### config.mk
export PLATFORM = sky130hd
export DESIGN_NAME = pkt_merger
export DESIGN_NICKNAME = d
export VERILOG_FILES = /design/src/rtl/pkt_merger.sv
export SDC_FILE = /design/constraint.sdc
export NUM_CORES = 1
export LEC_CHECK = 0
export BUFFER_PORTS_ARGS = -buffer_cell sky130_fd_sc_hd__buf_2
export CORE_AREA = 2 2 509 511
export CTS_CLUSTER_DIAMETER = 150
export CTS_CLUSTER_SIZE = 16
export DETAILED_ROUTE_END_ITERATION = 8
export DIE_AREA = 0 0 511 513
export HOLD_SLACK_MARGIN = 0.06
export PLACE_DENSITY = 0.3
export SLEW_MARGIN = 20
export SYNTH_ARGS = -nofsm -noshare
export SYNTH_HDL_FRONTEND = slang
export SYNTH_SLANG_ARGS = --single-unit
### constraint.sdc
create_clock -name clk -period 3.1 [get_ports clk]
set_input_delay 0.775 -clock clk [delete_from_list [all_inputs] [get_ports clk]]
set_output_delay 0.775 -clock clk [all_outputs]
set_load 0.005 [all_outputs]
### src/rtl/pkt_merger.sv
// Packet-boundary merger of a data and a control AXI-Stream onto one registered output.
// Optional build macro CTRL_PRIORITY_EN: control wins every tie; otherwise ties alternate round-robin.
module pkt_merger #(
    parameter int C_S_AXIS_DATA_WIDTH  = 256,
    parameter int C_S_AXIS_TUSER_WIDTH = 128
) (
    input  logic                              clk,
    input  logic                              reset,

    input  logic [C_S_AXIS_DATA_WIDTH-1:0]    s_axis_tdata,
    input  logic [C_S_AXIS_DATA_WIDTH/8-1:0]  s_axis_tkeep,
    input  logic [C_S_AXIS_TUSER_WIDTH-1:0]   s_axis_tuser,
    input  logic                              s_axis_tlast,
    input  logic                              s_axis_tvalid,
    output logic                              s_axis_tready,

    input  logic [C_S_AXIS_DATA_WIDTH-1:0]    c_s_axis_tdata,
    input  logic [C_S_AXIS_DATA_WIDTH/8-1:0]  c_s_axis_tkeep,
    input  logic [C_S_AXIS_TUSER_WIDTH-1:0]   c_s_axis_tuser,
    input  logic                              c_s_axis_tlast,
    input  logic                              c_s_axis_tvalid,
    output logic                              c_s_axis_tready,

    output logic [C_S_AXIS_DATA_WIDTH-1:0]    m_axis_tdata,
    output logic [C_S_AXIS_DATA_WIDTH/8-1:0]  m_axis_tkeep,
    output logic [C_S_AXIS_TUSER_WIDTH-1:0]   m_axis_tuser,
    output logic                              m_axis_tlast,
    output logic                              m_axis_tvalid,
    input  logic                              m_axis_tready,

    output logic [31:0]                       data_pkt_cnt,
    output logic [31:0]                       ctrl_pkt_cnt
);

    localparam int KEEP_W = C_S_AXIS_DATA_WIDTH / 8;

    typedef enum logic [1:0] {
        IDLE = 2'd0,
        DATA = 2'd1,
        CTRL = 2'd2
    } state_t;

    state_t state_reg, state_next;
    logic   last_grant_reg, last_grant_next;   // 1 = control was served last

    logic [C_S_AXIS_DATA_WIDTH-1:0]  tdata_reg;
    logic [KEEP_W-1:0]               tkeep_reg;
    logic [C_S_AXIS_TUSER_WIDTH-1:0] tuser_reg;
    logic                            tlast_reg;
    logic                            tvalid_reg;
    logic                            src_reg;  // source of the beat held in the output register
    logic [31:0]                     data_pkt_cnt_reg;
    logic [31:0]                     ctrl_pkt_cnt_reg;

    logic out_ready;
    logic s_accept;
    logic c_accept;
    logic pkt_done;

    assign out_ready = ~tvalid_reg | m_axis_tready;

    always_comb begin
        state_next      = state_reg;
        last_grant_next = last_grant_reg;
        s_axis_tready   = 1'b0;
        c_s_axis_tready = 1'b0;
        case (state_reg)
            IDLE: begin
                if (s_axis_tvalid && c_s_axis_tvalid) begin
`ifdef CTRL_PRIORITY_EN
                    state_next = CTRL;
`else
                    state_next = last_grant_reg ? DATA : CTRL;
`endif
                end else if (s_axis_tvalid) begin
                    state_next = DATA;
                end else if (c_s_axis_tvalid) begin
                    state_next = CTRL;
                end
            end
            DATA: begin
                s_axis_tready = out_ready;
                if (s_axis_tvalid && out_ready && s_axis_tlast) begin
                    state_next      = IDLE;
                    last_grant_next = 1'b0;
                end
            end
            CTRL: begin
                c_s_axis_tready = out_ready;
                if (c_s_axis_tvalid && out_ready && c_s_axis_tlast) begin
                    state_next      = IDLE;
                    last_grant_next = 1'b1;
                end
            end
            default: state_next = IDLE;
        endcase
    end

    assign s_accept = s_axis_tvalid & s_axis_tready;
    assign c_accept = c_s_axis_tvalid & c_s_axis_tready;
    assign pkt_done = tvalid_reg & m_axis_tready & tlast_reg;

    always_ff @(posedge clk) begin
        if (reset) begin
            state_reg      <= IDLE;
            last_grant_reg <= 1'b1;
        end else begin
            state_reg      <= state_next;
            last_grant_reg <= last_grant_next;
        end
    end

    // Only one grant is ever active, so c_accept alone selects the source.
    always_ff @(posedge clk) begin
        if (reset) begin
            tdata_reg  <= '0;
            tkeep_reg  <= '0;
            tuser_reg  <= '0;
            tlast_reg  <= 1'b0;
            tvalid_reg <= 1'b0;
            src_reg    <= 1'b0;
        end else if (s_accept || c_accept) begin
            tdata_reg  <= c_accept ? c_s_axis_tdata : s_axis_tdata;
            tkeep_reg  <= c_accept ? c_s_axis_tkeep : s_axis_tkeep;
            tuser_reg  <= c_accept ? c_s_axis_tuser : s_axis_tuser;
            tlast_reg  <= c_accept ? c_s_axis_tlast : s_axis_tlast;
            tvalid_reg <= 1'b1;
            src_reg    <= c_accept;
        end else if (m_axis_tready) begin
            tvalid_reg <= 1'b0;
        end
    end

    always_ff @(posedge clk) begin
        if (reset) begin
            data_pkt_cnt_reg <= '0;
            ctrl_pkt_cnt_reg <= '0;
        end else if (pkt_done) begin
            if (src_reg) begin
                ctrl_pkt_cnt_reg <= ctrl_pkt_cnt_reg + 32'd1;
            end else begin
                data_pkt_cnt_reg <= data_pkt_cnt_reg + 32'd1;
            end
        end
    end

    assign m_axis_tdata  = tdata_reg;
    assign m_axis_tkeep  = tkeep_reg;
    assign m_axis_tuser  = tuser_reg;
    assign m_axis_tlast  = tlast_reg;
    assign m_axis_tvalid = tvalid_reg;
    assign data_pkt_cnt  = data_pkt_cnt_reg;
    assign ctrl_pkt_cnt  = ctrl_pkt_cnt_reg;

endmodule

==> results of run 1 <==
==> cell usage in the layout (no fill, tap or decap), types with 20 or more instances in the layout <==
cell type / netlist / final
o31ai_1: 23 / 23
nand2_1: 855 / 855
a311oi_1: 416 / 416
buf_12: 0 / 30
nand3_1: 27 / 26
o21ai_0: 20 / 20
buf_4: 0 / 86
dfxtp_1: 486 / 486
or4_1: 27 / 27
a21oi_1: 48 / 48
nor2_1: 436 / 436
diode_2: 0 / 48
buf_2: 48 / 1321
clkbuf_16: 0 / 39
==> worst max-delay path: cells and delay by family (launching register included) <==
family        cells  cell delay [ps]
flops             1              470
buf+inv           2              390
simple gates      2              370
==> cells in the mapped netlist (all sizes together), types with 9 or more instances <==
cell    instances  area, µm²
a21oi          48      240.2
a311oi        416       3643
and4            9      78.83
buf            68      322.8
clkbuf        186      699.4
dfxtp         486       9729
nand2         855       3209
nand3          27      135.1
nand4          17      127.6
nor2          436       1637
o21ai          20      100.1
o31ai          23      172.7
or3            19      118.9
or4            28      214.0
xnor2          13      113.9
==> worst max-delay path by stage <==
stage / from / end / slack, ps / cells past startpoint
finish: m_axis_tvalid / s_axis_tready / 450 / 4
global route: m_axis_tvalid / s_axis_tready / 300 / 4
CTS: m_axis_tvalid / s_axis_tready / 360 / 4
detailed placement: m_axis_tready / ctrl_pkt_cnt[31] / 370 / 6
global placement: m_axis_tready / ctrl_pkt_cnt[31] / 360 / 6
floorplan: s_axis_tvalid / m_axis_tdata[134] / 810 / 8
==> per-layer routing <==
layer | vias up | part of all wire (%)
li1 | 11993 | -
met1 | 12481 | 37
met2 | 1422 | 45
met3 | 496 | 15
met4 | 174 | 2.7
met5 | - | 0.54
==> kinds of logic after synthesis <==
group	Yosys count	share of synthesized area, %
buf+inv	262	5.034
compound gates	514	20.19
fa+ha+maj	2	0.1197
xor+xnor	19	0.7962
flops	486	46.55
simple gates	1419	27.32
==> cell type report <==
class                           instances  area [µm²]  area share, %
Tap cell                             3384        4234          12.75
Multi-Input combinational cell       1954       10140          30.54
Antenna cell                           48       120.1         0.3616
Sequential cell                       486        9729          29.29
Clock inverter                          7       112.6         0.3390
Clock buffer                           39       975.9          2.938
Inverter                                8       30.03        0.09040
Timing Repair Buffer                 1438        7873          23.70
==> power by group <==
part           leakage, nW  switching, mW  internal (mW)
clock network        0.532           2.88           2.37
registers             3.97          0.321           6.78
logic                 9.45           2.05           1.41
==> metrics by stage <==
step	hold WS, ps	utilization [%]	worst slack (ps)
floorplan	468.2	-	813.0
global placement	474.1	12.49	364.4
detailed placement	472.3	12.49	374.0
CTS	278.1	12.92	359.4
global route	324.6	12.93	299.2
finish	367.0	12.96	447.6
==> impl_metrics.env, run 1 <==
export IMPL_status="finished clean"
export IMPL_clkSinkCount=486
export IMPL_stdcell_area_um2=33220
export IMPL_p_leak_nw=13.96
export IMPL_worstRegToRegCells=6
export IMPL_met1_usage_pct=15.69
export IMPL_hpwl_um=172700
export IMPL_fin_crit_sh_pct=85.56
export IMPL_startpoint_type="flip-flop"
export IMPL_avgRoutedWirePerCell_um=27.22
export IMPL_setup_tns_ps=0
export IMPL_synth_async_reset_ratio_pct=0
export IMPL_n_fill_cell=30014
export IMPL_cp_max_fo=9
export IMPL_ys_types=42
export IMPL_synth_edf_count=0
export IMPL_grt_pass1_wl_um=257800
export IMPL_r2r_end="m_axis_tuser[125]"
export IMPL_fin_worst_skew_ps=33.15
export IMPL_crit_required_ps=2320
export IMPL_drt_pass1_iter_count=5
export IMPL_top_usage_layer="met2"
export IMPL_ys_warn_count=0
export IMPL_grt_util_met3_pct=9.447
export IMPL_syn_area_um2=20900
export IMPL_p_per_area_nw_per_um2=475.9
export IMPL_drc=0
export IMPL_wl_um=200400
export IMPL_grt_max_degree=77
export IMPL_cpPeakStageDelay_ps=470
export IMPL_cts_max_path_buffers=3
export IMPL_clk_pin_slew_ps=90
export IMPL_hold_path_endpoint="m_axis_tdata[15]"
export IMPL_drtAntennaViolNets=0
export IMPL_netlist_instances=2702
export IMPL_ys_seq_area_share_pct=46.55
export IMPL_initial_utilization_pct=8.157
export IMPL_instances_no_fill=7364
export IMPL_layout_drive_gt1_share_pct=38.00
export IMPL_grt_pass1_vias=25951
export IMPL_hp_class="in2reg"
export IMPL_p_total_mw=15.81
export IMPL_post_cts_buffers=0
export IMPL_syn_nets=3543
export IMPL_gp_congestion=0.9236
export IMPL_clk_latency_ps=660
export IMPL_rows=186
export IMPL_grt_use_met2_pct=24.15
export IMPL_r2r_slack_ps=760
export IMPL_holdPathStages=3
export IMPL_die_h_um=513
export IMPL_crit_path_end_kind="primary output"
export IMPL_htreeDepth=2
export IMPL_grt_remaining_overflow=0
export IMPL_largest_register_ffs=256
export IMPL_die_w_um=511
export IMPL_slew_violations=0
export IMPL_finalCriticalPeriod_ps=2652
export IMPL_critical_path_slowest_cell="dfxtp_1"
export IMPL_peakVddDrop_uv=345.6
export IMPL_avgSynthCellArea_um2=7.735
export IMPL_cts_resized=0
export IMPL_tightest_slew_ps=823.2
export IMPL_cts_buffers=38
export IMPL_io_buffers=1322
export IMPL_crit_arrival_ps=1880
export IMPL_cp_cell_sequence="nand2b_1, buf_4, and3b_1, buf_2"
export IMPL_viasPerCell=3.608
export IMPL_cts_tree="yes"
export IMPL_cap_viol_max_count=0
export IMPL_hold_start="c_s_axis_tdata[15]"
export IMPL_setup_viol=0
export IMPL_place_inst=7270
export IMPL_synth_seq_cells=486
export IMPL_dieArea_um2=262100
export IMPL_area_growth_pct=58.93
export IMPL_fmax_ghz=0.3770
export IMPL_fin_nets=4767
export IMPL_io_pins=1323
export IMPL_cts_root_buffer="clkbuf_16"
export IMPL_drt_initial_drc_count=1686
export IMPL_core_um2=256200
export IMPL_hold_buffers=0
export IMPL_antenna_found_initial=250
export IMPL_grt_usage_pct=14.64
export IMPL_synth_flop_cell="dfxtp_1"
export IMPL_timing_rr_start="state_reg[1]"
export IMPL_num_vias=26566
export IMPL_rsz0062_at_grt="false"
export IMPL_relSlewSlack_pct=45.12
export IMPL_criticalPathCategory="reg2out"
export IMPL_hold_viol=0
export IMPL_placed_area_um2=32010
Power figures use the tool's default switching activity.
==> run 2, diff against run 1 <==
- CELL_PAD_IN_SITES_DETAIL_PLACEMENT: unset -> 1
- CELL_PAD_IN_SITES_GLOBAL_PLACEMENT: unset -> 2
- CORE_AREA: 2 2 509 511 -> 2 2 517 519
- DIE_AREA: 0 0 511 513 -> 0 0 519 521
- PLACE_DENSITY: 0.3 -> 0.34
==> run 2 against run 1 <==
Against the previous run:
- final cell count rose by 2.2%
- power rose by 2.9%
- worst setup slack got worse by 91 ps
- combinational power rose by 1%
==> impl_metrics.env, run 2 (same netlist as run 1, synthesis figures left out) <==
export IMPL_status="finished clean"
export IMPL_rsz0062_at_grt="false"
export IMPL_grt_pass1_wl_um=259300
export IMPL_r2r_slack_ps=840
export IMPL_fin_nets=4758
export IMPL_hpwl_um=167100
export IMPL_wl_um=198200
export IMPL_cts_resized=0
export IMPL_post_cts_buffers=0
export IMPL_crit_required_ps=2320
export IMPL_hold_buffers=0
export IMPL_die_w_um=519
export IMPL_timing_critical_path_from="m_axis_tvalid"
export IMPL_cpPeakStageDelay_ps=470
export IMPL_antenna_found_initial=264
export IMPL_area_growth_pct=60.56
export IMPL_layout_drive_gt1_share_pct=37.89
export IMPL_io_buffers=1322
export IMPL_clk_latency_ps=650
export IMPL_fmax_ghz=0.3645
export IMPL_fin_crit_sh_pct=88.50
export IMPL_criticalPathCategory="reg2out"
export IMPL_finalCriticalPeriod_ps=2744
export IMPL_timing_rr_start="state_reg[1]"
export IMPL_place_inst=7409
export IMPL_num_vias=26082
export IMPL_gp_congestion=0.7900
export IMPL_grt_usage_pct=14.04
export IMPL_instances_no_fill=7526
export IMPL_htreeDepth=2
export IMPL_stdcell_area_um2=33560
export IMPL_drt_pass1_iter_count=5
export IMPL_drtAntennaViolNets=0
export IMPL_slew_violations=0
export IMPL_p_total_mw=16.27
export IMPL_tightest_slew_ps=593.2
export IMPL_relSlewSlack_pct=60.34
export IMPL_avgRoutedWirePerCell_um=26.34
export IMPL_dieArea_um2=270400
export IMPL_crit_path_end_kind="primary output"
export IMPL_cp_max_fo=6
export IMPL_grt_remaining_overflow=0
export IMPL_fin_worst_skew_ps=27.59
export IMPL_critical_path_slowest_cell="dfxtp_1"
export IMPL_r2r_end="m_axis_tdata[113]"
export IMPL_die_h_um=521
export IMPL_worstRegToRegCells=6
export IMPL_p_leak_nw=13.98
export IMPL_endpoint="s_axis_tready"
export IMPL_io_pins=1323
export IMPL_cts_buffers=39
export IMPL_largest_register_ffs=256
export IMPL_setup_viol=0
export IMPL_setup_tns_ps=0
export IMPL_hold_viol=0
export IMPL_viasPerCell=3.466
export IMPL_placed_area_um2=32250
export IMPL_drt_initial_drc_count=1235
export IMPL_p_per_area_nw_per_um2=484.9
export IMPL_final_cell_mix="buf_2, nand2_1, dfxtp_1, nor2_1, a311oi_1"
export IMPL_mostFrequentLayoutCell="buf_2"
export IMPL_cts_tree="yes"
export IMPL_rows=189
export IMPL_cts_root_buffer="clkbuf_16"
export IMPL_hp_class="in2reg"
export IMPL_cap_viol_max_count=0
export IMPL_cp_cell_sequence="nand2b_1, buf_4, and3b_1, buf_2"
export IMPL_grt_pass1_vias=26777
export IMPL_startpoint_type="flip-flop"
export IMPL_crit_arrival_ps=1970
export IMPL_cts_max_path_buffers=3
export IMPL_initial_utilization_pct=7.906
export IMPL_peakVddDrop_uv=358.8
export IMPL_clk_pin_slew_ps=90
export IMPL_grt_max_degree=103
export IMPL_drc=0
export IMPL_clkSinkCount=486
export IMPL_core_um2=264400
==> run 2: cell types whose count changed in the layout (fill, tap and decap cells not counted) <==
cell	delta
buf_12	+10
buf_4	-20
clkbuf_1	+1
clkbuf_16	+1
clkbuf_8	+2
clkinv_8	-2
diode_2	+18
inv_8	+3
==> run 2: final cells by class <==
class	instances	area (µm²)
clock inverter	8	113.9
clock buffer	43	1032
tap	3533	4420
timing repair buffer	1428	7923
fill	31910	230800
inverter	8	30.03
antenna	66	165.2
multi-input combinational	1954	10140
sequential	486	9729
==> run 2: how the worst min path moves through the flow <==
stage,from,end,depth (start not counted)
after floorplan,ctrl_pkt_cnt[31],ctrl_pkt_cnt[31],2
after global placement,ctrl_pkt_cnt[31],ctrl_pkt_cnt[31],2
after detailed placement,ctrl_pkt_cnt[31],ctrl_pkt_cnt[31],2
after CTS,s_axis_tdata[183],m_axis_tdata[183],3
after global routing,c_s_axis_tdata[178],m_axis_tdata[178],3
final,c_s_axis_tdata[58],m_axis_tdata[58],3
==> run 2: worst max-delay path: cells and delay by family, from the launching register on <==
family	cells	cell delay, ps
DFF	1	470
buffers and inverters	2	400
and+or+nand+nor	2	440
==> run 2: per-stage QoR <==
step                setup WS [ps]  hold slack [ps]  util (%)
global placement            367.4            463.6     12.20
CTS                         252.2            264.1     12.63
global route                186.8            306.8     12.66
detailed placement          338.4            490.2     12.20
finish                      356.4            360.1     12.69
floorplan                   813.0            468.2         -
==> run 2: per-layer routing <==
layer  vias up  GRT usage (%)  part of all wire (%)
met3       379          6.173                    10
met5         -              0                  0.35
met2      1226          22.97                    46
met1     12383          16.50                    41
li1      11988              -                     -
met4       106          4.026                   3.0
==> run 2: power breakdown <==
part           switching [mW]  total [mW]  leakage (nW)  internal, mW
logic                    2.10        3.51          9.44          1.42
registers               0.369        7.15          3.97          6.78
clock network            3.11        5.61         0.564          2.50
